`src/rtl/riscv_pkg.sv`:
```
// Shared write-back definitions: write-back type codes, load width codes and capture-stage states.
package riscv_pkg;

    localparam logic [1:0] WB_HICCUP = 2'd0;
    localparam logic [1:0] WB_ALU    = 2'd1;
    localparam logic [1:0] WB_MEM    = 2'd2;
    localparam logic [1:0] WB_PC4    = 2'd3;

    localparam logic [1:0] READ_NONE = 2'd0;
    localparam logic [1:0] READ_BYTE = 2'd1;
    localparam logic [1:0] READ_HALF = 2'd2;
    localparam logic [1:0] READ_WORD = 2'd3;

    // ST_WAIT_MEM marks a captured load; it retires on the first cycle its data is valid.
    typedef enum logic [1:0] {
        ST_EMPTY    = 2'd0,
        ST_READY    = 2'd1,
        ST_WAIT_MEM = 2'd2
    } wb_state_t;

endpackage

```
`src/rtl/load_extract.sv`:
```
// Combinational load data extraction: picks the byte/half addressed by the offset and sign- or zero-extends it.
module load_extract
    import riscv_pkg::*;
(
    input  logic [31:0] i_data,
    input  logic [1:0]  i_offset,
    input  logic [1:0]  i_readStatus,
    input  logic        i_signed,
    output logic [31:0] o_value
);

    logic [7:0]  w_byte;
    logic [15:0] w_half;

    always_comb begin
        w_byte  = i_data[{i_offset, 3'b000} +: 8];
        w_half  = i_offset[1] ? i_data[31:16] : i_data[15:0];
        o_value = i_data;
        case (i_readStatus)
            READ_BYTE: o_value = {{24{i_signed & w_byte[7]}}, w_byte};
            READ_HALF: o_value = {{16{i_signed & w_half[15]}}, w_half};
            default:   o_value = i_data;
        endcase
    end

endmodule

```
`src/rtl/write_back_stage.sv`:
```
// Final pipeline stage: capture reg -> commit reg driving the register-file write port and forward channel.
// Optional retire counter enabled by defining WB_RETIRE_COUNTER_EN.
module write_back_stage
    import riscv_pkg::*;
#(
    parameter int XLEN  = 32,
    parameter int CNT_W = 64
)
(
    input  logic             clk,
    input  logic             reset,
    input  logic [1:0]       write_back_type_input,
    input  logic [4:0]       destination_register_number_input,
    input  logic [XLEN-1:0]  alu_result_input,
    input  logic [XLEN-1:0]  pc_input,
    input  logic [1:0]       read_status_input,
    input  logic             load_signed_input,
    input  logic [1:0]       address_low_input,
    input  logic [XLEN-1:0]  mem_read_data,
    input  logic             mem_read_valid,
    output logic             stall_output,
    output logic [4:0]       destination_register_number,
    output logic [XLEN-1:0]  write_back_data,
    output logic [4:0]       write_back_destination_register_number,
    output logic [XLEN-1:0]  write_back_result_forward,
    output logic             write_back_forward_enable,
    output logic [CNT_W-1:0] retired_count
);

    localparam logic [XLEN-1:0] PC_STEP = XLEN'(4);

    wb_state_t       r_state;
    wb_state_t       w_nextState;
    logic [1:0]      r_type;
    logic [4:0]      r_rd;
    logic [XLEN-1:0] r_alu;
    logic [XLEN-1:0] r_pc;
    logic [1:0]      r_readStatus;
    logic            r_signed;
    logic [1:0]      r_addrLow;

    logic [4:0]      r_oRd;
    logic [XLEN-1:0] r_oData;
    logic            r_oFwdEn;

    logic            w_stall;
    logic            w_commit;
    logic [XLEN-1:0] w_loadValue;
    logic [XLEN-1:0] w_commitValue;

    // Stall comes straight from the capture state and this cycle's valid so upstream sees it without delay.
    assign w_stall  = (r_state == ST_WAIT_MEM) && !mem_read_valid;
    assign w_commit = (r_state != ST_EMPTY) && !w_stall;

    load_extract u_loadExtract (
        .i_data       (mem_read_data),
        .i_offset     (r_addrLow),
        .i_readStatus (r_readStatus),
        .i_signed     (r_signed),
        .o_value      (w_loadValue)
    );

    always_comb begin
        w_nextState = r_state;
        if (!w_stall) begin
            case (write_back_type_input)
                WB_HICCUP: w_nextState = ST_EMPTY;
                WB_MEM:    w_nextState = ST_WAIT_MEM;
                default:   w_nextState = ST_READY;
            endcase
        end
    end

    always_comb begin
        w_commitValue = r_alu;
        case (r_type)
            WB_PC4:  w_commitValue = r_pc + PC_STEP;
            WB_MEM:  w_commitValue = w_loadValue;
            default: w_commitValue = r_alu;
        endcase
    end

    always_ff @(posedge clk) begin
        if (reset) begin
            r_state <= ST_EMPTY;
        end else begin
            r_state <= w_nextState;
        end
    end

    always_ff @(posedge clk) begin
        if (reset) begin
            r_type       <= WB_HICCUP;
            r_rd         <= '0;
            r_alu        <= '0;
            r_pc         <= '0;
            r_readStatus <= READ_NONE;
            r_signed     <= 1'b0;
            r_addrLow    <= '0;
        end else if (!w_stall) begin
            r_type       <= write_back_type_input;
            r_rd         <= destination_register_number_input;
            r_alu        <= alu_result_input;
            r_pc         <= pc_input;
            r_readStatus <= read_status_input;
            r_signed     <= load_signed_input;
            r_addrLow    <= address_low_input;
        end
    end

    // Bubbles clear the write address and forward enable but leave the last data on the bus.
    always_ff @(posedge clk) begin
        if (reset) begin
            r_oRd    <= '0;
            r_oData  <= '0;
            r_oFwdEn <= 1'b0;
        end else begin
            r_oRd    <= w_commit ? r_rd : 5'd0;
            r_oFwdEn <= w_commit && (r_rd != 5'd0);
            if (w_commit) begin
                r_oData <= w_commitValue;
            end
        end
    end

    assign stall_output                           = w_stall;
    assign destination_register_number            = r_oRd;
    assign write_back_data                        = r_oData;
    assign write_back_destination_register_number = r_oRd;
    assign write_back_result_forward              = r_oData;
    assign write_back_forward_enable              = r_oFwdEn;

`ifdef WB_RETIRE_COUNTER_EN
    logic [CNT_W-1:0] r_retired;

    always_ff @(posedge clk) begin
        if (reset) begin
            r_retired <= '0;
        end else if (w_commit) begin
            r_retired <= r_retired + CNT_W'(1);
        end
    end

    assign retired_count = r_retired;
`else
    assign retired_count = '0;
`endif

endmodule

```
`config.mk`:
```
export PLATFORM = sky130hd
export DESIGN_NAME = write_back_stage
export DESIGN_NICKNAME = d
export VERILOG_FILES = /design/src/rtl/riscv_pkg.sv /design/src/rtl/load_extract.sv /design/src/rtl/write_back_stage.sv
export SDC_FILE = /design/constraint.sdc
export NUM_CORES = 1
export LEC_CHECK = 0
export CORE_UTILIZATION = 40
export CTS_CLUSTER_SIZE = 28
export DETAILED_ROUTE_END_ITERATION = 10
export PLACE_DENSITY = 0.82
export REMOVE_ABC_BUFFERS = 1
export SLEW_MARGIN = 20
export SYNTH_ARGS = -nofsm -noshare
export SYNTH_HDL_FRONTEND = slang
export SYNTH_HIERARCHICAL = 1
export SYNTH_SLANG_ARGS = --single-unit
```
`constraint.sdc`:
```
create_clock -name clk -period 2 [get_ports clk]
set_clock_uncertainty 0.15 [all_clocks]
set_input_delay 0.6 -clock clk [delete_from_list [all_inputs] [get_ports clk]]
set_output_delay 0.6 -clock clk [all_outputs]
set_load 0.01 [all_outputs]
```
* Word-level counts from Yosys, hierarchy flattened
Index checks and enable logic that the tools add are counted.
Word-level totals: flip-flop bits (word level) 116, input bits 111, output and inout port bits 140, word-level logic and storage cells 35
Cells by class: shifts and indexed selects 1, multiplexer cells 4, $add $sub $neg 1, bitwise gates (word level) 3, reductions and logical operators 9, equality and inequality tests 6
Operator list (count):
- case mux 32 bit (2 select lines) | 2
- adder 32 x 3 -> 32 bit (second input constant) | 1
- variable part select 32 x 6 -> 8 bit | 1
- 2-to-1 mux 16 bit | 1
- == test 2 bit (second input constant) | 5
- nonzero test 5 bit | 1
- case mux 2 bit (2 select lines) | 1
- logical AND 1 bit | 3
- AND 1 bit | 2
- == test 2 x 1 -> 1 bit (second input constant) | 1
- zero test 1 bit | 2
- zero test 2 bit | 1
- nonzero test 2 bit | 1
- OR reduction 2 bit | 1
- inverter 1 bit | 1

* Depth between registers and ports, before layout
depth after elaboration 6, gate-level depth with buffers 12, mapped depth without buffers 10

* Hierarchy
Netlist, hierarchy kept.
By module, submodules not included:
- write_back_stage | instances 1, area each 5773.0 um2, seq. area each 2322.2 um2, cells an instance 733
- load_extract | instances 1, area each 699.4 um2, seq. area each 0.0 um2, cells an instance 111

* Worst setup path before layout
Ideal clock, no wire load.
path kind register to register, from register r_readStatus[0], to register r_oData[6], in the netlist write_back_data[6], slack -159 ps, stages on the path, launching flop included 13, setup time 138 ps, clock period less this slack 2159 ps, arrival time 1872 ps, buffers on the path 3, data required time 1712 ps, cell sequence dfxtp_1 -> inv_1 -> ha_1 -> buf_2 -> or2_1 -> buf_2 -> a21o_1 -> buf_2 -> o2bb2ai_1 -> o21ai_0 -> a21oi_1 -> a21oi_1 -> a211oi_1
Between the ends: word-level cells in the longest chain between the ends 3, elaborated cells between the ends (all ways) 4, those cells by class eq/ne: 2; mux: 2
RTL lines:
- start: declaration | RTL line write_back_stage.sv:38 | logic [1:0] r_readStatus;
- start signal: assignment | RTL line write_back_stage.sv:105 | r_readStatus <= read_status_input;
- == test 2 bit or == test 2 x 1 -> 1 bit (tied branches) | RTL line load_extract.sv:19 | case (i_readStatus)
- case mux 32 bit (2 select lines) (*) | RTL line load_extract.sv:19
- named net w_loadValue[6] | RTL line write_back_stage.sv:48 | logic [XLEN-1:0] w_loadValue;
- case mux 32 bit (2 select lines) (*) | RTL line write_back_stage.sv:76 | case (r_type)
- end signal: assignment | RTL line write_back_stage.sv:121 | r_oData <= w_commitValue;
- end: declaration | RTL line write_back_stage.sv:43 | logic [XLEN-1:0] r_oData;
Mark *: on every way through the listed nets, which the timed path passes. The rest lies on a longest branch. A chain may end at the register's enable or synchronous reset.

* Worst setup path after layout
from register r_readStatus[1], to register r_oData[6], in the netlist write_back_data[6]
The elaborated chain is that of the path after synthesis.

==> metrics.csv <==
stage,metric,value,unit
worst_setup_path,rr_worst_depth,11,
logic_synthesis,yosys.area_share.adder,0.580,%
floorplan,rows,46,
flow_run,drv_cap,0,
logic_synthesis,synth_ff_type,dfxtp_1,
hold_path,hold_start,r_alu[3],
grt,grt.overflow.total,0,
layout,layout_common_cells,"190 x nand2_1, 110 x dfxtp_1, 104 x clkdlybuf4s50_1, 100 x a21oi_1, 79 x dlygate4sd2_1",
timing,slew_headroom,49.3,%
route,drc,0,
logic_synthesis,synthArstFlopShare,0,%
worst_setup_path,r2r_start,r_readStatus[1],
layout,drive_above_1_share,15.8,%
grt,gr-usage-all-layers,23.8,%
placement,gp_congestion,0.845,
floorplan,die_x,129,um
worst_setup_path,end_kind,flip-flop,
grt,grt_pass1_vias,6008,
clock_network,cts_tree,done,
floorplan,core_area,15800,um2
worst_setup_path,rrSetupSlack,-0.11,ns
grt,grt_max_degree,78,
clock_network,cts_buffer_depth,2,
hold_path,hold_path_end,r_alu[3],
logic_synthesis,synth_compound_area_share,19.8,%
route,dr.pass1.iters,5,
hold_path,whs_path_depth,2,
power,p_leak,4.04,nW
timing,rsz0062_at_grt,true,
layout,final_common_cell,nand2_1,
worst_setup_path,critPathLaunchType,flip-flop,
logic_synthesis,synth_area,6470,um2
clock_network,cts_sinks,116,
route,wl,20100,um
clock_network,clk_pin_slew_worst_paths,0.05,ns
worst_setup_path,arrival,2.27,ns
worst_setup_path,required,2.16,ns
logic_synthesis,synth.mux.area_fraction,2.57,%
floorplan,start_util,40.9,%
hold_path,hold_path.class,reg -> reg,
logic_synthesis,synth_cells,844,
floorplan,die_h,129,um
logic_synthesis,synth_warnings,6,
timing,min_period,2.11,ns
logic_synthesis,yosysSeqAreaShare,35.9,%
grt,grt_antenna_before_repair,1,
logic_synthesis,synth_top_family_by_area,simple AND/OR/NAND/NOR gates,
layout,nets,1121,
timing,worst_slack,-0.105,ns
logic_synthesis,synthXorXnorAreaFrac,3.65,%
clock_network,root_buffer,clkbuf_16,
worst_setup_path,r2r-end,write_back_data[6],
logic_synthesis,synth_area_leaders,"dfxtp_1 36%, buf_4 12%, nand2_1 11%, a21oi_1 8.4%, xor2_1 3.0%",
clock_network,htree_levels,4,
clock_network,cts_inserted_buffers,17,
worst_setup_path,path_max_fanout,8,
route,vias_per_cell,5.17,
logic_synthesis,synthDominantCellAreaShare,35.9,%
outcome,violations,negative setup slack,
floorplan,ios,251,
clock_network,clock_latency,0.43,ns
timing,hold_ws,0.300,ns
logic_synthesis,ys_types,53,
route,ant_nets,0,
worst_setup_path,path_class,reg -> reg,
power,p_per_area,767,nW/um2
placement,hpwl,13700,um
power,ir_drop,0.000638,V
route,drt_iter0_markers,418,
logic_synthesis,yosys.area_share.simple,21.2,%
timing,finalHoldViolations,0,
timing,setup_viol,11,
timing,drv_slew,0,
logic_synthesis,avgSynthCellArea,7.67,um2
timing,post-route-period-util,105,%
floorplan,dieArea,16700,um2
placement,place.port_buffers,186,
layout,area_delta_synth_final,42.4,%
layout,fin_util,58.2,%
logic_synthesis,synth-seq-cells,116,
logic_synthesis,synth_edf_count,0,
route,wl_per_cell,16.3,um
grt,grt_pass1_wl,30300,um
timing,fmax,475,MHz
outcome,outcome,"complete, but fails checks",
timing,tns,-0.460,ns
logic_synthesis,yosysTopAreaCell,dfxtp_1,
route,num_vias,6401,
timing,worstMarginPinSlew,0.760,ns
cell type report:
| type | count | area (um2) |
|---|---|---|
| diodes | 2 | 5.00 |
| inverters | 12 | 45.0 |
| clock inverters | 9 | 128 |
| well taps | 216 | 270 |
| multi-input cells | 621 | 3660 |
| fillers | 1439 | 6610 |
| flip-flops and latches | 116 | 2340 |
| repair buffers | 239 | 2300 |
| clock buffers | 22 | 474 |
cells by family (layout without fill, tap and decap cells):
logic type,after synthesis,count (layout)
AOI/OAI and AO/OA,200,201
xor gates and xnor gates,27,27
adders and majority gates,3,3
buffers and inverters,171,282
DFF,116,116
muxes,15,15
other,1,66
and+or+nand+nor,311,311
registers in the layout, summed over array words and instances (netlist names):
name	flops
destination_register_number	5
r_rd	5
r_signed	1
r_state	2
r_pc	32
r_readStatus	2
r_addrLow	2
r_type	2
write_back_data	32
write_back_forward_enable	1
r_alu	32
layer usage:
layer  global-route usage, %  share of wire (%)
met1                    28.5                 40
met3                    5.90                7.2
met5                       0                  0
met2                    39.8                 50
met4                    11.8                2.8
where the power goes:
part	leakage, nW	internal (mW)	total, mW	switching [mW]
combinational	2.78	0.657	1.32	0.663
clock	0.288	2.04	3.13	1.09
sequential	0.965	2.47	2.61	0.147
through the flow:
step	instances	cell area [um2]	setup WS [ns]	total power, mW
6_report	1237	9210	-0.105	7.06
5_1_grt	1236	9210	-0.193	7.33
4_1_cts	1229	8940	-0.0153	7.00
3_5_place_dp	1194	8230	-0.628	3.90
3_3_place_gp	1194	8230	-0.583	3.88
2_1_floorplan	748	5710	-2.29	3.18
repair_timing:
item                                    4_1_cts  5_1_grt
endpoints found under the setup margin      184       32
pin swaps                                    22       24
resized for setup                           125       40
gates cloned                                  1        2
hold buffers                                  0        0
setup buffers                                 3        4
worst max-delay path, cell delays in order (launching register included):
cell	delay [ns]
dfxtp_2	0.33
inv_2	0.05
ha_4	0.15
nor2b_4	0.12
or2_4	0.27
buf_8	0.15
a32oi_2	0.25
o2bb2ai_2	0.10
o21ai_2	0.15
a21oi_2	0.06
a21oi_2	0.14
a211oi_2	0.07
worst max-delay path by stage:
stage               cells past startpoint  slack (ns)                  to       startpoint
floorplan                               4       -2.29          r_state[0]   mem_read_valid
global placement                        5       -0.58        stall_output   mem_read_valid
detailed placement                      5       -0.63        stall_output   mem_read_valid
CTS                                    11       -0.02  write_back_data[6]  r_readStatus[1]
global route                           11       -0.19  write_back_data[6]  r_readStatus[1]
finish                                 11       -0.11  write_back_data[6]  r_readStatus[1]
cells in the mapped netlist, drive strengths merged (12+ instances only):
cell      n
a21oi   108
xor2     22
a211oi   15
nand3    12
buf     116
nand2   193
dfxtp   116
clkbuf   43
a221oi   15
nand4    12
o21ai    16
nor2     51
No activity file was read; power rests on OpenSTA's default activity.
